<file path="config.mk">
export PLATFORM = sky130hd
export DESIGN_NAME = pipeline_ctrl_flat
export DESIGN_NICKNAME = d
export VERILOG_FILES = /design/src/rtl/pipeline_ctrl_pkg.sv /design/src/rtl/pipeline_ctrl_if.sv /design/src/rtl/pipeline_ctrl_mdu_timer.sv /design/src/rtl/pipeline_ctrl.sv /design/src/flat_wrapper.sv
export SDC_FILE = /design/constraint.sdc
export NUM_CORES = 1
export LEC_CHECK = 0
export BUFFER_PORTS_ARGS = -buffer_cell sky130_fd_sc_hd__buf_2
export CAP_MARGIN = 5
export CORE_MARGIN = 2
export CORE_UTILIZATION = 44
export DETAILED_ROUTE_END_ITERATION = 12
export GPL_ROUTABILITY_DRIVEN = 0
export PLACE_DENSITY = 0.78
export SETUP_SLACK_MARGIN = 0.15
export SYNTH_ARGS = -nofsm -noshare
export SYNTH_HDL_FRONTEND = slang
export SYNTH_SLANG_ARGS = --single-unit
</file>
<file path="constraint.sdc">
create_clock -name clk -period 1.7 [get_ports clk]
set_input_delay 0.17 -clock clk [delete_from_list [all_inputs] [get_ports clk]]
set_output_delay 0.17 -clock clk [all_outputs]
set_load 0.01 [all_outputs]
</file>
<file path="src/rtl/pipeline_ctrl_pkg.sv">
// pipeline_ctrl_pkg: shared types for the pipeline hazard controller
package pipeline_ctrl_pkg;
    typedef logic [4:0] creg_addr_t;
    localparam int MDU_CNT_W = 6;
    typedef enum logic {IDLE, MDU} ctrl_state_t;
    typedef enum logic [2:0] {HZ_NONE, HZ_DWAIT, HZ_MDU, HZ_REDIR, HZ_LU, HZ_IWAIT} hazard_cause_t;
    typedef struct packed {
        logic stall_f;
        logic stall_d;
        logic stall_e;
        logic stall_m;
        logic flush_d;
        logic flush_e;
        logic flush_m;
        logic flush_w;
    } stall_flush_t;
endpackage

</file>
<file path="src/rtl/pipeline_ctrl_if.sv">
// pipeline_ctrl_if: hazard inputs from the pipeline and stall/flush enables back to it
interface pipeline_ctrl_if;
    import pipeline_ctrl_pkg::*;
    creg_addr_t ra1_d;
    creg_addr_t ra2_d;
    logic use1_d;
    logic use2_d;
    creg_addr_t wa_e;
    logic memread_e;
    logic mdu_start_e;
    logic redirect_e;
    logic ireq;
    logic idata_ok;
    logic dreq;
    logic ddata_ok;
    logic stall_f, stall_d, stall_e, stall_m;
    logic flush_d, flush_e, flush_m, flush_w;
    modport master (
        output ra1_d, ra2_d, use1_d, use2_d, wa_e, memread_e, mdu_start_e, redirect_e,
        output ireq, idata_ok, dreq, ddata_ok,
        input  stall_f, stall_d, stall_e, stall_m, flush_d, flush_e, flush_m, flush_w
    );
    modport slave (
        input  ra1_d, ra2_d, use1_d, use2_d, wa_e, memread_e, mdu_start_e, redirect_e,
        input  ireq, idata_ok, dreq, ddata_ok,
        output stall_f, stall_d, stall_e, stall_m, flush_d, flush_e, flush_m, flush_w
    );
endinterface

</file>
<file path="src/rtl/pipeline_ctrl_mdu_timer.sv">
// pipeline_ctrl_mdu_timer: IDLE/MDU FSM counting the cycles a multi-cycle op holds E
module pipeline_ctrl_mdu_timer import pipeline_ctrl_pkg::*; #(
    parameter int MDU_LAT = 8
) (
    input  logic clk,
    input  logic reset,
    input  logic start_i,
    input  logic hold_i,
    output logic busy_o
);
    ctrl_state_t state_q, state_d;
    logic [MDU_CNT_W-1:0] cnt_q, cnt_d;
    // state and countdown registers
    always_ff @(posedge clk) begin
        if (reset) begin
            state_q <= IDLE;
            cnt_q   <= '0;
        end else begin
            state_q <= state_d;
            cnt_q   <= cnt_d;
        end
    end
    // countdown freezes while the dbus holds the whole pipe; cnt==0 marks the exit cycle
    always_comb begin
        state_d = state_q;
        cnt_d   = cnt_q;
        if (!hold_i && state_q == IDLE && start_i) begin
            state_d = MDU;
            cnt_d   = MDU_CNT_W'(MDU_LAT - 2);
        end else if (!hold_i && state_q == MDU) begin
            state_d = (cnt_q == '0) ? IDLE : MDU;
            cnt_d   = (cnt_q == '0) ? cnt_q : cnt_q - 1'b1;
        end
    end
    // exit cycle is not busy so E advances after exactly MDU_LAT cycles
    assign busy_o = start_i | (state_q == MDU && cnt_q != '0);
endmodule

</file>
<file path="src/rtl/pipeline_ctrl.sv">
// pipeline_ctrl: prioritised stall/flush generation; optional PIPELINE_CTRL_PERF_CNT_EN adds per-cause counters
module pipeline_ctrl import pipeline_ctrl_pkg::*; #(
    parameter int MDU_LAT = 8,
    parameter int CNT_W   = 32
) (
    input  logic clk,
    input  logic reset,
    pipeline_ctrl_if.slave bus
`ifdef PIPELINE_CTRL_PERF_CNT_EN
    ,
    output logic [CNT_W-1:0] perf_dwait,
    output logic [CNT_W-1:0] perf_mdu,
    output logic [CNT_W-1:0] perf_lu,
    output logic [CNT_W-1:0] perf_iwait,
    output logic [CNT_W-1:0] perf_redir
`endif
);
    if (MDU_LAT < 2 || MDU_LAT > 63 || CNT_W < 1) begin : g_bad_param
        $error("pipeline_ctrl: MDU_LAT must be 2..63 and CNT_W >= 1");
    end
    logic dwait, iwait, lu, mbusy;
    logic redir_pend_q, redir_pend_d;
    logic c_dw, c_mb, c_rd, c_lu, c_iw;
    hazard_cause_t cause;
    stall_flush_t sf;
    assign dwait = bus.dreq & ~bus.ddata_ok;
    assign iwait = bus.ireq & ~bus.idata_ok;
    assign lu = bus.memread_e & (bus.wa_e != '0) &
                ((bus.use1_d & (bus.ra1_d == bus.wa_e)) | (bus.use2_d & (bus.ra2_d == bus.wa_e)));
    pipeline_ctrl_mdu_timer #(.MDU_LAT(MDU_LAT)) u_mdu_timer (
        .clk(clk),
        .reset(reset),
        .start_i(bus.mdu_start_e),
        .hold_i(dwait),
        .busy_o(mbusy)
    );
    assign cause = dwait ? HZ_DWAIT : mbusy ? HZ_MDU : bus.redirect_e ? HZ_REDIR :
                   lu ? HZ_LU : iwait ? HZ_IWAIT : HZ_NONE;
    assign c_dw = cause == HZ_DWAIT;
    assign c_mb = cause == HZ_MDU;
    assign c_rd = cause == HZ_REDIR;
    assign c_lu = cause == HZ_LU;
    assign c_iw = cause == HZ_IWAIT;
    // only the winning cause drives the enables; a stale fetch landing after a redirect is flushed
    always_comb begin
        sf.stall_f = ~reset & (c_dw | c_mb | c_lu | c_iw);
        sf.stall_d = ~reset & (c_dw | c_mb | c_lu);
        sf.stall_e = ~reset & (c_dw | c_mb);
        sf.stall_m = ~reset & c_dw;
        sf.flush_d = reset | c_rd | c_iw | (redir_pend_q & bus.idata_ok);
        sf.flush_e = reset | c_rd | c_lu;
        sf.flush_m = reset | c_mb;
        sf.flush_w = reset | c_dw;
    end
    assign {bus.stall_f, bus.stall_d, bus.stall_e, bus.stall_m,
            bus.flush_d, bus.flush_e, bus.flush_m, bus.flush_w} = sf;
    assign redir_pend_d = (c_rd & iwait) | (redir_pend_q & ~bus.idata_ok);
    // remembers that the in-flight fetch belongs to the wrong path
    always_ff @(posedge clk) begin
        if (reset) redir_pend_q <= 1'b0;
        else redir_pend_q <= redir_pend_d;
    end
`ifdef PIPELINE_CTRL_PERF_CNT_EN
    logic [CNT_W-1:0] perf_q [5];
    // index k counts cycles won by cause k+1, saturating at all-ones
    always_ff @(posedge clk) begin
        for (int k = 0; k < 5; k++) begin
            if (reset) perf_q[k] <= '0;
            else if (cause == hazard_cause_t'(3'(k + 1)) && !(&perf_q[k])) perf_q[k] <= perf_q[k] + 1'b1;
        end
    end
    assign perf_dwait = perf_q[0];
    assign perf_mdu   = perf_q[1];
    assign perf_redir = perf_q[2];
    assign perf_lu    = perf_q[3];
    assign perf_iwait = perf_q[4];
`endif
endmodule

</file>
<file path="src/flat_wrapper.sv">
// flat-port wrapper written by rule: the top's interface ports become plain ports
module pipeline_ctrl_flat import pipeline_ctrl_pkg::*;
#(
    parameter int MDU_LAT = 8,
    parameter int CNT_W   = 32
)
  (clk, reset, bus_ra1_d, bus_ra2_d, bus_use1_d, bus_use2_d, bus_wa_e, bus_memread_e, bus_mdu_start_e, bus_redirect_e, bus_ireq, bus_idata_ok, bus_dreq, bus_ddata_ok, bus_stall_f, bus_stall_d, bus_stall_e, bus_stall_m, bus_flush_d, bus_flush_e, bus_flush_m, bus_flush_w);
  pipeline_ctrl_if bus_i ();
  input  logic clk;
  input  logic reset;
  input wire logic [$bits(bus_i.ra1_d)-1:0] bus_ra1_d;
  input wire logic [$bits(bus_i.ra2_d)-1:0] bus_ra2_d;
  input wire logic [$bits(bus_i.use1_d)-1:0] bus_use1_d;
  input wire logic [$bits(bus_i.use2_d)-1:0] bus_use2_d;
  input wire logic [$bits(bus_i.wa_e)-1:0] bus_wa_e;
  input wire logic [$bits(bus_i.memread_e)-1:0] bus_memread_e;
  input wire logic [$bits(bus_i.mdu_start_e)-1:0] bus_mdu_start_e;
  input wire logic [$bits(bus_i.redirect_e)-1:0] bus_redirect_e;
  input wire logic [$bits(bus_i.ireq)-1:0] bus_ireq;
  input wire logic [$bits(bus_i.idata_ok)-1:0] bus_idata_ok;
  input wire logic [$bits(bus_i.dreq)-1:0] bus_dreq;
  input wire logic [$bits(bus_i.ddata_ok)-1:0] bus_ddata_ok;
  output wire logic [$bits(bus_i.stall_f)-1:0] bus_stall_f;
  output wire logic [$bits(bus_i.stall_d)-1:0] bus_stall_d;
  output wire logic [$bits(bus_i.stall_e)-1:0] bus_stall_e;
  output wire logic [$bits(bus_i.stall_m)-1:0] bus_stall_m;
  output wire logic [$bits(bus_i.flush_d)-1:0] bus_flush_d;
  output wire logic [$bits(bus_i.flush_e)-1:0] bus_flush_e;
  output wire logic [$bits(bus_i.flush_m)-1:0] bus_flush_m;
  output wire logic [$bits(bus_i.flush_w)-1:0] bus_flush_w;
  assign bus_i.ra1_d = bus_ra1_d;
  assign bus_i.ra2_d = bus_ra2_d;
  assign bus_i.use1_d = bus_use1_d;
  assign bus_i.use2_d = bus_use2_d;
  assign bus_i.wa_e = bus_wa_e;
  assign bus_i.memread_e = bus_memread_e;
  assign bus_i.mdu_start_e = bus_mdu_start_e;
  assign bus_i.redirect_e = bus_redirect_e;
  assign bus_i.ireq = bus_ireq;
  assign bus_i.idata_ok = bus_idata_ok;
  assign bus_i.dreq = bus_dreq;
  assign bus_i.ddata_ok = bus_ddata_ok;
  assign bus_stall_f = bus_i.stall_f;
  assign bus_stall_d = bus_i.stall_d;
  assign bus_stall_e = bus_i.stall_e;
  assign bus_stall_m = bus_i.stall_m;
  assign bus_flush_d = bus_i.flush_d;
  assign bus_flush_e = bus_i.flush_e;
  assign bus_flush_m = bus_i.flush_m;
  assign bus_flush_w = bus_i.flush_w;
  pipeline_ctrl #(.MDU_LAT(MDU_LAT), .CNT_W(CNT_W)) u_core (.clk(clk), .reset(reset), .bus(bus_i));
endmodule
</file>
# == Word-level counts from Yosys, hierarchy flattened ==
# Index checks and enable logic that the tools add are counted.
# op_classes
addsub,1
eq_ne,8
mux,11
bitwise,30
n_reduce_logical,12
# op_table
cell,n
2-to-1 mux 3 bit,8
bitwise AND 1 bit,13
OR 1 bit,12
== test 5 bit,2
== test 3 x 2 -> 1 bit (second input constant),2
== test 3 bit (second input constant),2
logical NOT 6 bit,1
nonzero test 6 bit,1
subtractor 6 x 1 -> 6 bit (second input constant),1
NOT 1 bit,5
nonzero test 5 bit,1
logical AND 1 bit,4
AND reduction 2 bit,2
== test 3 x 1 -> 1 bit (second input constant),1
2-to-1 mux 1 bit,3
!= test 2 bit (second input constant),1
nonzero test 2 bit,1
OR reduction 2 bit,1
logical NOT 1 bit,1
# word_totals
ff_bits,8
input_bits,26
word_cells,66

# == Depth between registers and ports, before layout ==
# depth
depth_word,13
ltp_mapped,7
depth_no_buf,6

# == Hierarchy ==
# A second synthesis with hierarchy kept.
# hier_totals
hier_cells,87
area_unflattened_um2,698.2
# modules_own_cells
module,n_inst,cells_each,area_each_um2
pipeline_ctrl_mdu_timer,1,46,410.4
pipeline_ctrl,1,41,287.8

# == Worst setup path after synthesis ==
# OpenSTA, ideal clock, no wires.
# synth_path
kind,reg-to-output
from,register u_core.u_mdu_timer.cnt_q[3]
to,output port bus_flush_e
t_arrival_ns,1.434
required_ns,1.530
path_slack_ns,0.096
path_stages_with_launch,6
path_buffers,1
path_cell_list,dfxtp_1 -> or3_4 -> o21ai_2 -> buf_6 -> nand2_1 -> o31ai_1
# synth_between
elab_chain_cells,8
elab_cells_between_ends,9
classes_between,eq/ne: 2; mux: 2; bitwise: 3; reduce/logical: 2
# synth_rtl
element,line,source
"start, declared",pipeline_ctrl_mdu_timer.sv:12,"logic [MDU_CNT_W-1:0] cnt_q, cnt_d;"
"start signal, assigned",pipeline_ctrl_mdu_timer.sv:20,cnt_q <= cnt_d;
nonzero test 6 bit (*),pipeline_ctrl_mdu_timer.sv:36,assign busy_o = start_i | (state_q == MDU && cnt_q != '0);
logical AND 1 bit (*),pipeline_ctrl_mdu_timer.sv:36,
OR 1 bit (*),pipeline_ctrl_mdu_timer.sv:36,
2-to-1 mux 3 bit (*) (2 in series),pipeline_ctrl.sv:37,assign cause = dwait ? HZ_DWAIT : mbusy ? HZ_MDU : bus.redirect_e ? HZ_REDIR :
== test 3 x 2 -> 1 bit,pipeline_ctrl.sv:41,assign c_rd = cause == HZ_REDIR;
OR 1 bit,pipeline_ctrl.sv:51,sf.flush_e = reset | c_rd | c_lu;
OR 1 bit (*),pipeline_ctrl.sv:51,
"end, declared",flat_wrapper.sv:28,output wire logic [$bits(bus_i.flush_e)-1:0] bus_flush_e;
# Mark *: on every way between the ends. The rest lies on a longest branch, timed or not.

# == Final worst setup path ==
# layout_path
from,register u_core.u_mdu_timer.cnt_q[2]
to,output port bus_flush_d
# layout_between
elab_chain_cells,9
elab_cells_between_ends,10
classes_between,eq/ne: 2; mux: 2; bitwise: 4; reduce/logical: 2
# layout_rtl
element,line,source
nonzero test 6 bit (*),pipeline_ctrl_mdu_timer.sv:36,
logical AND 1 bit (*),pipeline_ctrl_mdu_timer.sv:36,
OR 1 bit (*),pipeline_ctrl_mdu_timer.sv:36,
2-to-1 mux 3 bit (*) (2 in series),pipeline_ctrl.sv:37,
== test 3 x 2 -> 1 bit,pipeline_ctrl.sv:41,
OR 1 bit,pipeline_ctrl.sv:50,sf.flush_d = reset | c_rd | c_iw | (redir_pend_q & bus.idata_ok);
OR 1 bit (*) (2 in series),pipeline_ctrl.sv:50,
"end, declared",flat_wrapper.sv:27,output wire logic [$bits(bus_i.flush_d)-1:0] bus_flush_d;
# Marks and branches as above.

==> impl_metrics.tcl <==
set metrics [dict create \
    status "finished with violations" \
    violations "negative setup slack" \
    final_area_sq_mm 0.00107 \
    drc 0 \
    routed_wl_microns 1960 \
    r2r_start "u_core.u_mdu_timer.cnt_q[0]" \
    synthCells 84 \
    synth_nets 111 \
    synth_warnings 0 \
    synth_area_leaders "dfxtp_1 (24%), xor2_1 (12%), nand2b_1 (4.6%)" \
    timing_worst_setup_path_type "reg2out" \
    die_h_microns 43.2 \
    multi_input_area_sq_um 559 \
    first_pass_iters 4 \
    ir_worst_vdd_mv 0.481 \
    gr-total-overflow 0 \
    ctsHoldBuffers 0 \
    hold-worst-slack_ps 108 \
    yosysTopAreaCell "dfxtp_1" \
    yosysUniqueCellTypes 36 \
    timing.rr.end "u_core.u_mdu_timer.cnt_q[5]" \
    crit_start "u_core.u_mdu_timer.cnt_q[2]" \
    dpl_worst_slack_ps 12.1 \
    hold_class "in2reg" \
    drt_iter0_markers 19 \
    core_region_area_sq_mm 0.00147 \
    fin_crit_sh 1.08 \
    grt_pass1_vias 742 \
    route.detailed.wl_per_inst_microns 13.4 \
    slew_viol_final 0 \
    synth.avg_cell_area_sq_um 8.03 \
    worstSkewPairLatency_ps 250 \
    seq_area_sq_um 164 \
    ant_nets 0 \
    synth_edf_count 0 \
    fillers 109 \
    start_util 0.458 \
    yosysMostFrequentCell "xor2_1" \
    grt_pass1_wl_microns 2890 \
    maxSlewHeadroom 0.651 \
    nets 159 \
    synth.top_cell.area_share 0.237 \
    regToRegSetupSlack_ps -90 \
    fin_crit_ps 1840 \
    clk_pin_slew_worst_paths_ps 50 \
    use_met2 0.355 \
    use_met1 0.229 \
    async_flop_share 0 \
    required_ps 1530 \
    hold_viol_final 0 \
    holdPathEnd "u_core.redir_pend_q" \
    ys_top_cells_by_count "xor2_1 (9), dfxtp_1 (8)" \
    maxCapViolations 0 \
    cts_tree "built" \
    antenna_found_initial 0 \
    worstPathMaxFanout 6 \
    crit_arrival_ps 1670 \
    start_kind "flip-flop" \
    vias_per_cell 5.59 \
    gr-max-usage-layer "met2" \
    grt_setup_unrepaired "true" \
    end_kind "primary output" \
    met3_usage 0.0681 \
    holdPathStages 2 \
    finClkSkew_ps 0.481 \
    synthFlopType "dfxtp_1" \
    rows 14 \
    min_from "bus_idata_ok" \
    num_io_pins 34 \
    die-width_microns 43.2 \
    grt_usage 0.205 \
    cts_root_buf "clkbuf_4" \
    clock_path_buffers 2 \
    antenna_cells 0 \
    h-tree-depth 1 \
    clock-sinks 8 \
    cellPowerDensity_mw_per_mm2 634 \
    synth_area_sq_um 674 \
    ys_seq_area_frac 0.237 \
    placed_cell_area_sq_um 906 \
    tns_ps -673 \
    num_vias 816 \
    dpl.hpwl_microns 1330 \
    yosys_register_bits 8 \
    clock.fmax_mhz 545 \
    syn2layout_area_growth_pct 59.0 \
    setup_viol 8 \
    worst_slack_ps -136 \
    grt_start_max_net_pins 14 \
    ff2ff_path_depth 9 \
    die-area_sq_mm 0.00186 \
    final_util 0.729 \
    final_layout_size_suffix_gt1_frac 0.531 \
    portBuffers 33 \
    cts-buffers-inserted 3 \
    power.leakage_nw 0.471 \
    tightest_slew_ps 524 \
]
[what timing repair did]
action	4_1_cts	5_1_grt
resized for setup	16	10
pin swaps	9	8
buffers inserted	3	4
setup endpoints to repair	9	13
hold endpoints to repair	0	0
[cells in the final DEF, fill, tap and decap left out, drive strengths merged]
| master | count |
|---|---|
| a221oi | 1 |
| nand3 | 3 |
| xnor2 | 2 |
| nor2 | 5 |
| or4 | 3 |
| o31ai | 3 |
| and2 | 1 |
| o21ba | 1 |
| a32oi | 1 |
| ha | 1 |
| o21ai | 6 |
| buf | 46 |
| clkbuf | 3 |
| a311o | 1 |
| o2111ai | 1 |
| inv | 5 |
| or3 | 2 |
| o211ai | 1 |
| a41oi | 1 |
| nor3b | 1 |
| a21oi | 5 |
| o21a | 1 |
| a21o | 4 |
| a31oi | 2 |
| dfxtp | 8 |
| o41ai | 1 |
| nand2b | 5 |
| nor2b | 2 |
| nor3 | 1 |
| nor4 | 2 |
| nand2 | 2 |
| xor2 | 9 |
[state kept, by name, summed over array words and instances, names as in the netlist]
name / count
u_core.u_mdu_timer.cnt_q: 6
u_core.redir_pend_q: 1
u_core.u_mdu_timer.state_q: 1
[area by class of cell]
cell class,count,share of cell area
multi-input cells,68,0.522
repair buffers,46,0.268
flip-flops and latches,8,0.153
clock buffers,3,0.0210
well taps,16,0.0187
inverters,5,0.0175
[critical path, stage by stage (launching register included)]
cell,delay (ps)
dfxtp_2,320
or3_4,410
o21ai_4,210
a31oi_1,110
o21ba_2,260
buf_6,100
[routing by layer]
layer	up-vias	routed length [microns]	part of all wire
met4	0	26	0.013
li1	408	-	-
met1	373	834	0.43
met5	-	0	0
met2	31	985	0.50
met3	4	114	0.058
[through the flow]
stage | power (mW) | cells
finish | 0.680 | 146
global route | 0.722 | 146
CTS | 0.642 | 143
detailed placement | 0.447 | 137
global placement | 0.440 | 137
floorplan | 0.351 | 84
[logic make-up after synthesis]
| logic type | after synthesis | synth area share |
|---|---|---|
| AOI/OAI and AO/OA | 29 | 0.312 |
| and+or+nand+nor | 27 | 0.232 |
| xor gates and xnor gates | 11 | 0.143 |
| buffers and inverters | 8 | 0.0575 |
| DFF | 8 | 0.237 |
| adders and majority gates | 1 | 0.0185 |
[worst max-delay path by stage]
stage                                             end  slack [ps]  cells after the start
after floorplan           u_core.u_mdu_timer.cnt_q[5]         160                      7
after global placement                    bus_stall_f          50                      6
after detailed placement                  bus_stall_f          10                      6
after CTS                                 bus_flush_d        -120                      5
after global routing                      bus_flush_d        -230                      5
final                                     bus_flush_d        -140                      5
[power by group]
part | total [mW] | leakage [nW] | internal (mW) | switching (mW)
Combinational | 0.320 | 0.390 | 0.167 | 0.154
Clock | 0.146 | 0.0138 | 0.0808 | 0.0651
Sequential | 0.214 | 0.0664 | 0.202 | 0.0114
Total | 0.680 | 0.471 | 0.450 | 0.230
Note: power is estimated with default switching activity, not from simulation.
